$ cat src/rtl/ysyx_25020037_wbu_pkg.sv
// ysyx_25020037_wbu_pkg: shared encodings, bus width and holding-register
// layout for the write-back unit.
package ysyx_25020037_wbu_pkg;

    localparam int WU_TO_GU_BUS_WD = 142;
    localparam logic [31:0] EBREAK = 32'h0010_0073;

    typedef enum logic [1:0] {
        RES_ALU  = 2'b00,
        RES_LOAD = 2'b01,
        RES_CSR  = 2'b10,
        RES_PC4  = 2'b11
    } res_sel_e;

    typedef enum logic [2:0] {
        LD_LB  = 3'b000,
        LD_LH  = 3'b001,
        LD_LW  = 3'b010,
        LD_LBU = 3'b100,
        LD_LHU = 3'b101
    } ld_type_e;

    typedef enum logic [1:0] {
        S_IDLE     = 2'd0,
        S_COMMIT   = 2'd1,
        S_REDIRECT = 2'd2,
        S_HALT     = 2'd3
    } state_e;

    typedef struct packed {
        logic [31:0] pc;
        logic [31:0] inst;
        logic [4:0]  rd;
        logic        gpr_wen;
        logic [1:0]  res_sel;
        logic [31:0] alu_res;
        logic [31:0] load_raw;
        logic [31:0] csr_rdata;
        logic [31:0] csr_wdata;
        logic [2:0]  ld_type;
        logic [1:0]  addr_lo;
        logic [5:0]  csr_wen;
        logic        ecall;
        logic        mret;
        logic [31:0] dnpc;
    } wb_hold_t;

endpackage

$ cat src/rtl/ysyx_25020037_load_fmt.sv
// ysyx_25020037_load_fmt: aligns a raw load word by address and sign/zero extends.
module ysyx_25020037_load_fmt
    import ysyx_25020037_wbu_pkg::*;
(
    input  logic [31:0] raw_i,
    input  logic [1:0]  addr_lo_i,
    input  logic [2:0]  ld_type_i,
    output logic [31:0] res_o
);
    logic [31:0] sh;
    assign sh = raw_i >> {addr_lo_i, 3'b000};
    always_comb
        res_o = ld_type_i == LD_LB  ? {{24{sh[7]}}, sh[7:0]}   :
                ld_type_i == LD_LH  ? {{16{sh[15]}}, sh[15:0]} :
                ld_type_i == LD_LBU ? {24'd0, sh[7:0]}         :
                ld_type_i == LD_LHU ? {16'd0, sh[15:0]}        : raw_i;
endmodule

$ cat src/rtl/ysyx_25020037_reg_en.sv
// ysyx_25020037_reg_en: enable register with asynchronous active-high reset.
module ysyx_25020037_reg_en #(
    parameter int          W       = 1,
    parameter logic [W-1:0] RST_VAL = '0
) (
    input  logic         clk,
    input  logic         rst,
    input  logic         en,
    input  logic [W-1:0] d,
    output logic [W-1:0] q
);
    always_ff @(posedge clk or posedge rst)
        if (rst) q <= RST_VAL;
        else if (en) q <= d;
endmodule

$ cat src/rtl/ysyx_25020037_wbu.sv
// ysyx_25020037_wbu: write-back stage; commits one instruction to the register
// file, then offers the trap-adjusted next PC to the IFU.
module ysyx_25020037_wbu
    import ysyx_25020037_wbu_pkg::*;
#(
    parameter logic [31:0] RESET_PC = 32'h8000_0000
) (
    input  logic                       clk,
    input  logic                       rst,
    input  logic                       in_valid,
    output logic                       in_ready,
    input  logic [31:0]                in_pc,
    input  logic [31:0]                in_inst,
    input  logic [4:0]                 in_rd,
    input  logic                       in_gpr_wen,
    input  logic [1:0]                 in_res_sel,
    input  logic [31:0]                in_alu_res,
    input  logic [31:0]                in_load_raw,
    input  logic [31:0]                in_csr_rdata,
    input  logic [31:0]                in_csr_wdata,
    input  logic [2:0]                 in_ld_type,
    input  logic [1:0]                 in_addr_lo,
    input  logic [5:0]                 in_csr_wen,
    input  logic                       in_ecall,
    input  logic                       in_mret,
    input  logic [31:0]                in_dnpc,
    input  logic [31:0]                mtvec,
    input  logic [31:0]                mepc,
    output logic                       wbu_valid,
    output logic [WU_TO_GU_BUS_WD-1:0] wu_to_gu_bus,
    output logic                       npc_valid,
    input  logic                       npc_ready,
    output logic [31:0]                npc,
    output logic [31:0]                retire_cnt,
    output logic                       halt
);
    state_e      state_q, state_d;
    logic [1:0]  state_raw;
    wb_hold_t    hold_q, hold_d;
    logic [31:0] npc_q, npc_d, retire_cnt_q, retire_cnt_d, load_res, gpr_wdata;
    logic        halt_q, commit, is_ebreak;

    assign state_q   = state_e'(state_raw);
    assign commit    = state_q == S_COMMIT;
    assign is_ebreak = hold_q.inst == EBREAK;

    always_comb begin
        state_d   = state_q;
        in_ready  = 1'b0;
        wbu_valid = 1'b0;
        npc_valid = 1'b0;
        case (state_q)
            S_IDLE: begin
                in_ready = 1'b1;
                if (in_valid) state_d = S_COMMIT;
            end
            S_COMMIT: begin
                wbu_valid = 1'b1;
                state_d   = is_ebreak ? S_HALT : S_REDIRECT;
            end
            S_REDIRECT: begin
                npc_valid = 1'b1;
                if (npc_ready) state_d = S_IDLE;
            end
            default: ;
        endcase
    end

    assign hold_d = '{
        pc:        in_pc,
        inst:      in_inst,
        rd:        in_rd,
        gpr_wen:   in_gpr_wen,
        res_sel:   in_res_sel,
        alu_res:   in_alu_res,
        load_raw:  in_load_raw,
        csr_rdata: in_csr_rdata,
        csr_wdata: in_csr_wdata,
        ld_type:   in_ld_type,
        addr_lo:   in_addr_lo,
        csr_wen:   in_csr_wen,
        ecall:     in_ecall,
        mret:      in_mret,
        dnpc:      in_dnpc
    };

    // ecall outranks mret if upstream ever raises both
    assign npc_d        = hold_q.ecall ? mtvec : hold_q.mret ? mepc : hold_q.dnpc;
    assign retire_cnt_d = retire_cnt_q + 32'd1;

    ysyx_25020037_load_fmt u_load_fmt (
        .raw_i    (hold_q.load_raw),
        .addr_lo_i(hold_q.addr_lo),
        .ld_type_i(hold_q.ld_type),
        .res_o    (load_res)
    );

    assign gpr_wdata = hold_q.res_sel == RES_ALU  ? hold_q.alu_res   :
                       hold_q.res_sel == RES_LOAD ? load_res         :
                       hold_q.res_sel == RES_CSR  ? hold_q.csr_rdata : hold_q.pc + 32'd4;

    assign wu_to_gu_bus = commit ? {hold_q.pc, hold_q.inst, hold_q.rd, hold_q.csr_wen,
                                    hold_q.ecall, hold_q.mret, hold_q.csr_wdata,
                                    hold_q.gpr_wen, gpr_wdata} : '0;

    ysyx_25020037_reg_en #(.W(2), .RST_VAL(S_IDLE)) u_state (
        .clk(clk), .rst(rst), .en(1'b1), .d(state_d), .q(state_raw)
    );
    ysyx_25020037_reg_en #(.W($bits(wb_hold_t))) u_hold (
        .clk(clk), .rst(rst), .en(state_q == S_IDLE && in_valid), .d(hold_d), .q(hold_q)
    );
    ysyx_25020037_reg_en #(.W(32), .RST_VAL(RESET_PC)) u_npc (
        .clk(clk), .rst(rst), .en(commit), .d(npc_d), .q(npc_q)
    );
    ysyx_25020037_reg_en #(.W(32)) u_cnt (
        .clk(clk), .rst(rst), .en(commit), .d(retire_cnt_d), .q(retire_cnt_q)
    );
    ysyx_25020037_reg_en #(.W(1)) u_halt (
        .clk(clk), .rst(rst), .en(commit && is_ebreak), .d(1'b1), .q(halt_q)
    );

    assign npc        = npc_q;
    assign retire_cnt = retire_cnt_q;
    assign halt       = halt_q;
endmodule

$ cat config.mk
export PLATFORM = sky130hd
export DESIGN_NAME = ysyx_25020037_wbu
export DESIGN_NICKNAME = d
export VERILOG_FILES = /design/src/rtl/ysyx_25020037_wbu_pkg.sv /design/src/rtl/ysyx_25020037_load_fmt.sv /design/src/rtl/ysyx_25020037_reg_en.sv /design/src/rtl/ysyx_25020037_wbu.sv
export SDC_FILE = /design/constraint.sdc
export NUM_CORES = 1
export LEC_CHECK = 0
export ABC_AREA = 1
export BUFFER_PORTS_ARGS = -buffer_cell sky130_fd_sc_hd__buf_2
export CORE_AREA = 3 3 204 206
export DETAILED_ROUTE_END_ITERATION = 7
export DIE_AREA = 0 0 207 209
export PLACE_DENSITY = 0.62
export REMOVE_ABC_BUFFERS = 1
export SLEW_MARGIN = 10
export SYNTH_ARGS = -nofsm -noshare
export SYNTH_HDL_FRONTEND = slang
export SYNTH_SLANG_ARGS = --single-unit
$ cat constraint.sdc
create_clock -name clk -period 15.7 [get_ports clk]
set_clock_uncertainty 0.05 [all_clocks]
set_input_delay 3.14 -clock clk [delete_from_list [all_inputs] [get_ports clk]]
set_output_delay 3.14 -clock clk [all_outputs]
set_load 0.01 [all_outputs]
# Yosys cells after proc, flatten, opt, wreduce, memory -nomap -nowiden
# Cells that the tools add are included.
# classes
reduce_logical	7
n_addsub	2
n_mux	17
shifts	1
n_eq_ne	10
# op_table
cell	count
$mux 32	9
$mux 142	1
$add 32x1->32 const B	1
$add 32x3->32 const B	1
$eq 32x21->1 const B	1
$shr 32x5->16	1
$eq 3x3->1 const B	2
$pmux 2 s3	1
$eq 2x1->1 const B	2
$eq 2x2->1 const B	2
$logic_not 2->1	2
$mux 1	4
$mux 2	2
$ne 2x2->1 const B	2
$eq 3x1->1 const B	1
$logic_not 3->1	1
$reduce_and 3->1	1
$reduce_bool 3->1	1
$logic_and 1x1->1	2
# word_totals
output_inout_bits	210
input_bits	313
word_cells	42
register_bits	312

# Longest topological paths before layout
# logic_depth
depth_word	8
depth_mapped	12
mapped_depth_nobuf	11

# Modules after synthesis
# Synthesis repeated with hierarchy kept, for this count alone.
# unflattened
hier_cells	2394
area_unflattened_um2	16876.2
# modules_own_cells
mod	seq_area_each_um2	cells_each	instances	area_each_um2
ysyx_25020037_reg_en at u_hold	6130.9	1036	1	9196.3
ysyx_25020037_wbu	0.0	873	1	4040.1
ysyx_25020037_reg_en at u_npc	802.0	137	1	1297.5
ysyx_25020037_reg_en at u_cnt	800.8	137	1	1296.2
ysyx_25020037_load_fmt	0.0	195	1	922.1
ysyx_25020037_reg_en at u_state	50.0	10	1	80.1
ysyx_25020037_reg_en at u_halt	25.0	6	1	43.8

# Least setup slack after synthesis
# OpenSTA, ideal clock, no wires.
# synth_path
kind	register to output
from	reg u_hold.q[215]
to	out wu_to_gu_bus[20]
slack_ns	11.018
arrival_time_ns	1.492
required_time_ns	12.510
stages_incl_launch_ff	11
path_buffers	0
cell_sequence	dfrtp_1 -> ha_1 -> nand3_1 -> nor2_2 -> nand3_1 -> inv_1 -> nand2_1 -> xor2_1 -> nand2_1 -> nand2_1 -> nor2_1
# synth_between
elab_chain_cells	5
# synth_lines
element	line_no	text
start, declared	ysyx_25020037_reg_en.sv:10	output logic [W-1:0] q
start signal, assigned	ysyx_25020037_reg_en.sv:13	if (rst) q <= RST_VAL;
start signal, assigned	ysyx_25020037_reg_en.sv:14	else if (en) q <= d;
$add 32x3->32	ysyx_25020037_wbu.sv:100	hold_q.res_sel == RES_CSR ? hold_q.csr_rdata : hold_q.pc + 32'd4;
$mux 32	ysyx_25020037_wbu.sv:100	
$mux 32	ysyx_25020037_wbu.sv:99	hold_q.res_sel == RES_LOAD ? load_res :
$mux 32	ysyx_25020037_wbu.sv:98	assign gpr_wdata = hold_q.res_sel == RES_ALU ? hold_q.alu_res :
$mux 142	ysyx_25020037_wbu.sv:102	assign wu_to_gu_bus = commit ? {hold_q.pc, hold_q.inst, hold_q.rd, hold_q.csr_wen,
end, declared	ysyx_25020037_wbu.sv:30	output logic [WU_TO_GU_BUS_WD-1:0] wu_to_gu_bus,
# Every way passes these cells.

# Worst setup path after layout
# layout_path
from	reg u_hold.q[173]
to	out wu_to_gu_bus[19]
# layout_between
elab_chain_cells	5
word_cells_on_any_way	7
classes_between	eq/ne (2); mux (4); reduce/logical (1)
# layout_lines
element	line_no
$eq 2x2->1	ysyx_25020037_wbu.sv:100
$mux 32	ysyx_25020037_wbu.sv:100
$mux 32	ysyx_25020037_wbu.sv:99
$mux 32 *	ysyx_25020037_wbu.sv:98
$mux 142 *	ysyx_25020037_wbu.sv:102
# Mark *: on every way between the ends. The rest lies on a longest branch, timed or not.

==> impl_metrics.csv <==
group,metric,value,unit
placement,dp.cells,2928,
route,wl_per_cell,18.63,um
worst_setup_path,cp-end-kind,"output port",
die,initial_core_util,0.4002,
route,drt_iter0_markers,930,
cells_and_area,layout-drive-gt1-share,0.2881,
worst_setup_path,arrival,3.49,ns
sta,finalCritPeriodShare,0.4257,
placement,place.gp.congestion,0.9038,
die,die-area,0.04326,mm2
cts,cts_buffer_depth,3,
power,clockPowerShare,0.508,
yosys,ys_warn_count,0,
cts,cts_tree,"done",
cts,worstSkewPairLatency,0.54,ns
worst_setup_path,max_stage_delay,0.65,ns
yosys,ys.flop_type,"dfrtp_1",
worst_setup_path,crit_start,"u_hold.q[173]",
yosys,async_flop_share,1.000,
sta,hold_viol_final,0,
cts,cts_buffers,37,
die,rows,73,
flow_run,cap_violations,0,
die,coreArea,0.03982,mm2
sta,finalSetupViolCount,0,
worst_setup_path,timing.rr.start,"u_state.q[0]",
yosys,yosysUniqueCellTypes,47,
cts,cts_htree_levels,2,
sta,slew_viol_final,0,
die,io-pin-count,523,
power,switching_share,0.2144,
worst_setup_path,cp_common_cell,"nand3_1",
cts,post_cts_buffers,0,
placement,dp_hpwl,42.09,mm
yosys,syn_area,0.01594,mm2
cells_and_area,area_delta_synth_final,26.06,%
status,status,"finished, final reports clean",
cts,clkTransAtPathRegs,0.06,ns
power,p_leak,11.73,nW
grt,grt_max_degree,172,
route,vias_per_cell,5.087,
power,peakVddDrop,0.00006242,V
cts,clockRootBuffer,"clkbuf_16",
worst_setup_path,timing.rr.end,"u_hold.q[134]",
sta,max_freq,149.6,MHz
placement,port_buffers,522,
sta,tightest_slew,1.094,ns
cts,post_cts_resized,0,
grt,grt_pass1_vias,14983,
cts,cts_sinks,312,
die,die-width,207,um
sta,tns,0,ns
worst_setup_path,ff2ff_path_depth,5,
route,totalWireLength,55.97,mm
cts,cts_hold_buf,0,
route,postRouteAntennaNets,0,
power,p_seq_frac,0.456,
sta,rsz0062_at_grt,"no",
worst_setup_path,cp.depth,8,
grt,overflow,0,
grt,antenna_found_initial,14,
worst_setup_path,crit_type,"flop to output port",
power,comb_power_share,0.036,
yosys,syn_avg_cell_area,8.050,um2
sta,period_needed,6.683,ns
power,p_sw,0.0003781,W
worst_setup_path,r2r_slack,12.20,ns
route,drc,0,
yosys,yosysSeqAreaShare,0.4899,
worst_setup_path,cp_data_required_time,12.51,ns
hold_path,holdCritPathClass,"flop to flop",
worst_setup_path,start_kind,"flop",
yosys,synth_seq_cells,312,
grt,grt_util_all_layers,0.2479,
worst_setup_path,worstPathMaxFanout,19,
grt,grt_pass1_wl,85.04,mm
sta,slew_headroom,0.2710,
route,first_pass_iters,5,
worst_setup_path,slowest_stage,"nand2_1",
die,die_h,209,um
yosys,synthCells,1980,
power,p_per_area,87.75,mW/mm2
worst_setup_path,crit_chain,"inv_2 -> nand2_1 -> clkinv_1 -> nor2_1 -> nand3_1 -> nand3_1 -> a21oi_1 -> buf_2",
worst_setup_path,crit_end,"wu_to_gu_bus[19]",
worst_setup_path,critPathBufInv,3,
worst_setup_path,critical_path.top_delay_family,"simple AND/OR/NAND/NOR gates",
sta,hold_ws,0.4221,ns
yosys,synth_edf_count,0,
power,p_int,0.001385,W
cells_and_area,instances_no_fill,3004,
cells_and_area,finalNetCount,2757,
route,vias,15282,
## Yosys cell counts, types with 2 or more instances
cell type,count,area share
o22ai_1,4,0.0016
o21ai_0,96,0.030
nor4_1,6,0.0024
nor2_4,5,0.0035
inv_2,8,0.0019
a21oi_1,285,0.089
nand3_4,2,0.0022
o211ai_1,18,0.0085
nand3_1,69,0.022
nand2_1,312,0.073
a31oi_1,8,0.0031
o2111ai_1,2,0.0011
nand2_2,6,0.0024
dfrtp_1,311,0.49
ha_1,2,0.0016
xnor2_2,2,0.0020
clkbuf_1,44,0.010
nand3b_1,2,0.00094
buf_4,6,0.0028
buf_1,5,0.0012
inv_1,210,0.049
nor3b_1,3,0.0014
nor2_2,6,0.0024
a211oi_1,2,0.00094
nor3_2,3,0.0019
nand3_2,5,0.0031
xnor2_1,9,0.0049
o221ai_1,2,0.0011
nand4_1,22,0.0086
a21oi_2,2,0.0011
mux2_2,73,0.052
o21ai_1,4,0.0013
clkinv_1,2,0.00047
buf_2,49,0.015
nor2_1,355,0.084
nor3_1,7,0.0022
xor2_1,20,0.011
buf_6,4,0.0028
## cells in the final DEF, fill, tap and decap left out, types with 6 or more instances in the layout
cell         n
inv_2        8
inv_1      209
a21oi_1    285
diode_2     11
o211ai_1    18
nor4_1       6
dfrtp_1    310
o21ai_0     96
a31oi_1      8
nand2_1    311
buf_4        8
nand3_1     69
xnor2_1      9
buf_2      522
nor3_1       7
clkbuf_8    10
nand4_1     22
nor2_2       6
nor2_1     355
xor2_1      20
clkbuf_16   39
clkbuf_1     8
mux2_2      73
## per-layer routing
layer  share of wire  track usage  vias to the layer above
li1                -            -                     7329
met1            0.41       0.3141                     7267
met2            0.48       0.4126                      570
met3           0.075      0.05795                      110
met4           0.036      0.09691                        6
met5         0.00068            0                        -
## worst reg2reg max path: stages (launching register included)
cell,delay (ns)
dfrtp_1,0.50
nor2_1,0.17
nand2_4,0.53
buf_4,0.84
buf_4,0.82
mux2_2,0.48
## state kept, by name, summed over array words and instances (netlist names)
name       count
u_npc.q       32
u_cnt.q       32
u_halt.q       1
u_state.q      2
u_hold.q     245
## area by class of cell
cell class	count	area, um2
well taps	525	656.9
repair buffers	531	2693
clock buffers	57	1144
fillers	4054	19730
clock inverters	8	122.6
multi-input cells	1340	6807
inverters	220	833.3
diodes	11	27.53
flip-flops and latches	312	7810
## worst min-delay path by stage
stage,start,endpoint,cells after the start
after floorplan,u_hold.q[100],u_hold.q[100],1
after global placement,u_halt.q,u_halt.q,2
after detailed placement,u_halt.q,u_halt.q,2
after CTS,u_cnt.q[31],u_cnt.q[31],1
after global routing,u_cnt.q[31],u_cnt.q[31],1
final,u_cnt.q[31],u_cnt.q[31],1
## stage by stage
step                      total power, W  setup WS [ns]  utilization  area [um2]
after CTS                       0.001785          8.954       0.5039       20070
after detailed placement       0.0008840          9.608       0.4721       18800
after global routing            0.001823          8.803       0.5043       20080
after floorplan                0.0008353          3.882            -       15420
final                           0.001763          9.017       0.5046       20090
after global placement         0.0008840          9.688       0.4721       18800
## power groups by stage
stage	sequential, W	combinational [W]	clock (W)
final	0.000804	0.0000641	0.000895
after CTS	0.000804	0.0000654	0.000916
after global routing	0.000804	0.0000717	0.000948
after detailed placement	0.000819	0.0000652	0
after floorplan	0.000819	0.0000160	0
after global placement	0.000819	0.0000652	0
## cell families after synthesis
group / after synthesis / share of synthesized area
flip-flops: 312 / 0.4899
AND/OR/NAND/NOR: 808 / 0.2145
multiplexers: 73 / 0.05157
XOR/XNOR: 31 / 0.01798
buffers and inverters: 328 / 0.08439
adder cells (fa/ha/maj): 2 / 0.001570
AO/OA/AOI/OAI: 426 / 0.1400
Power figures use the tool's default switching activity.
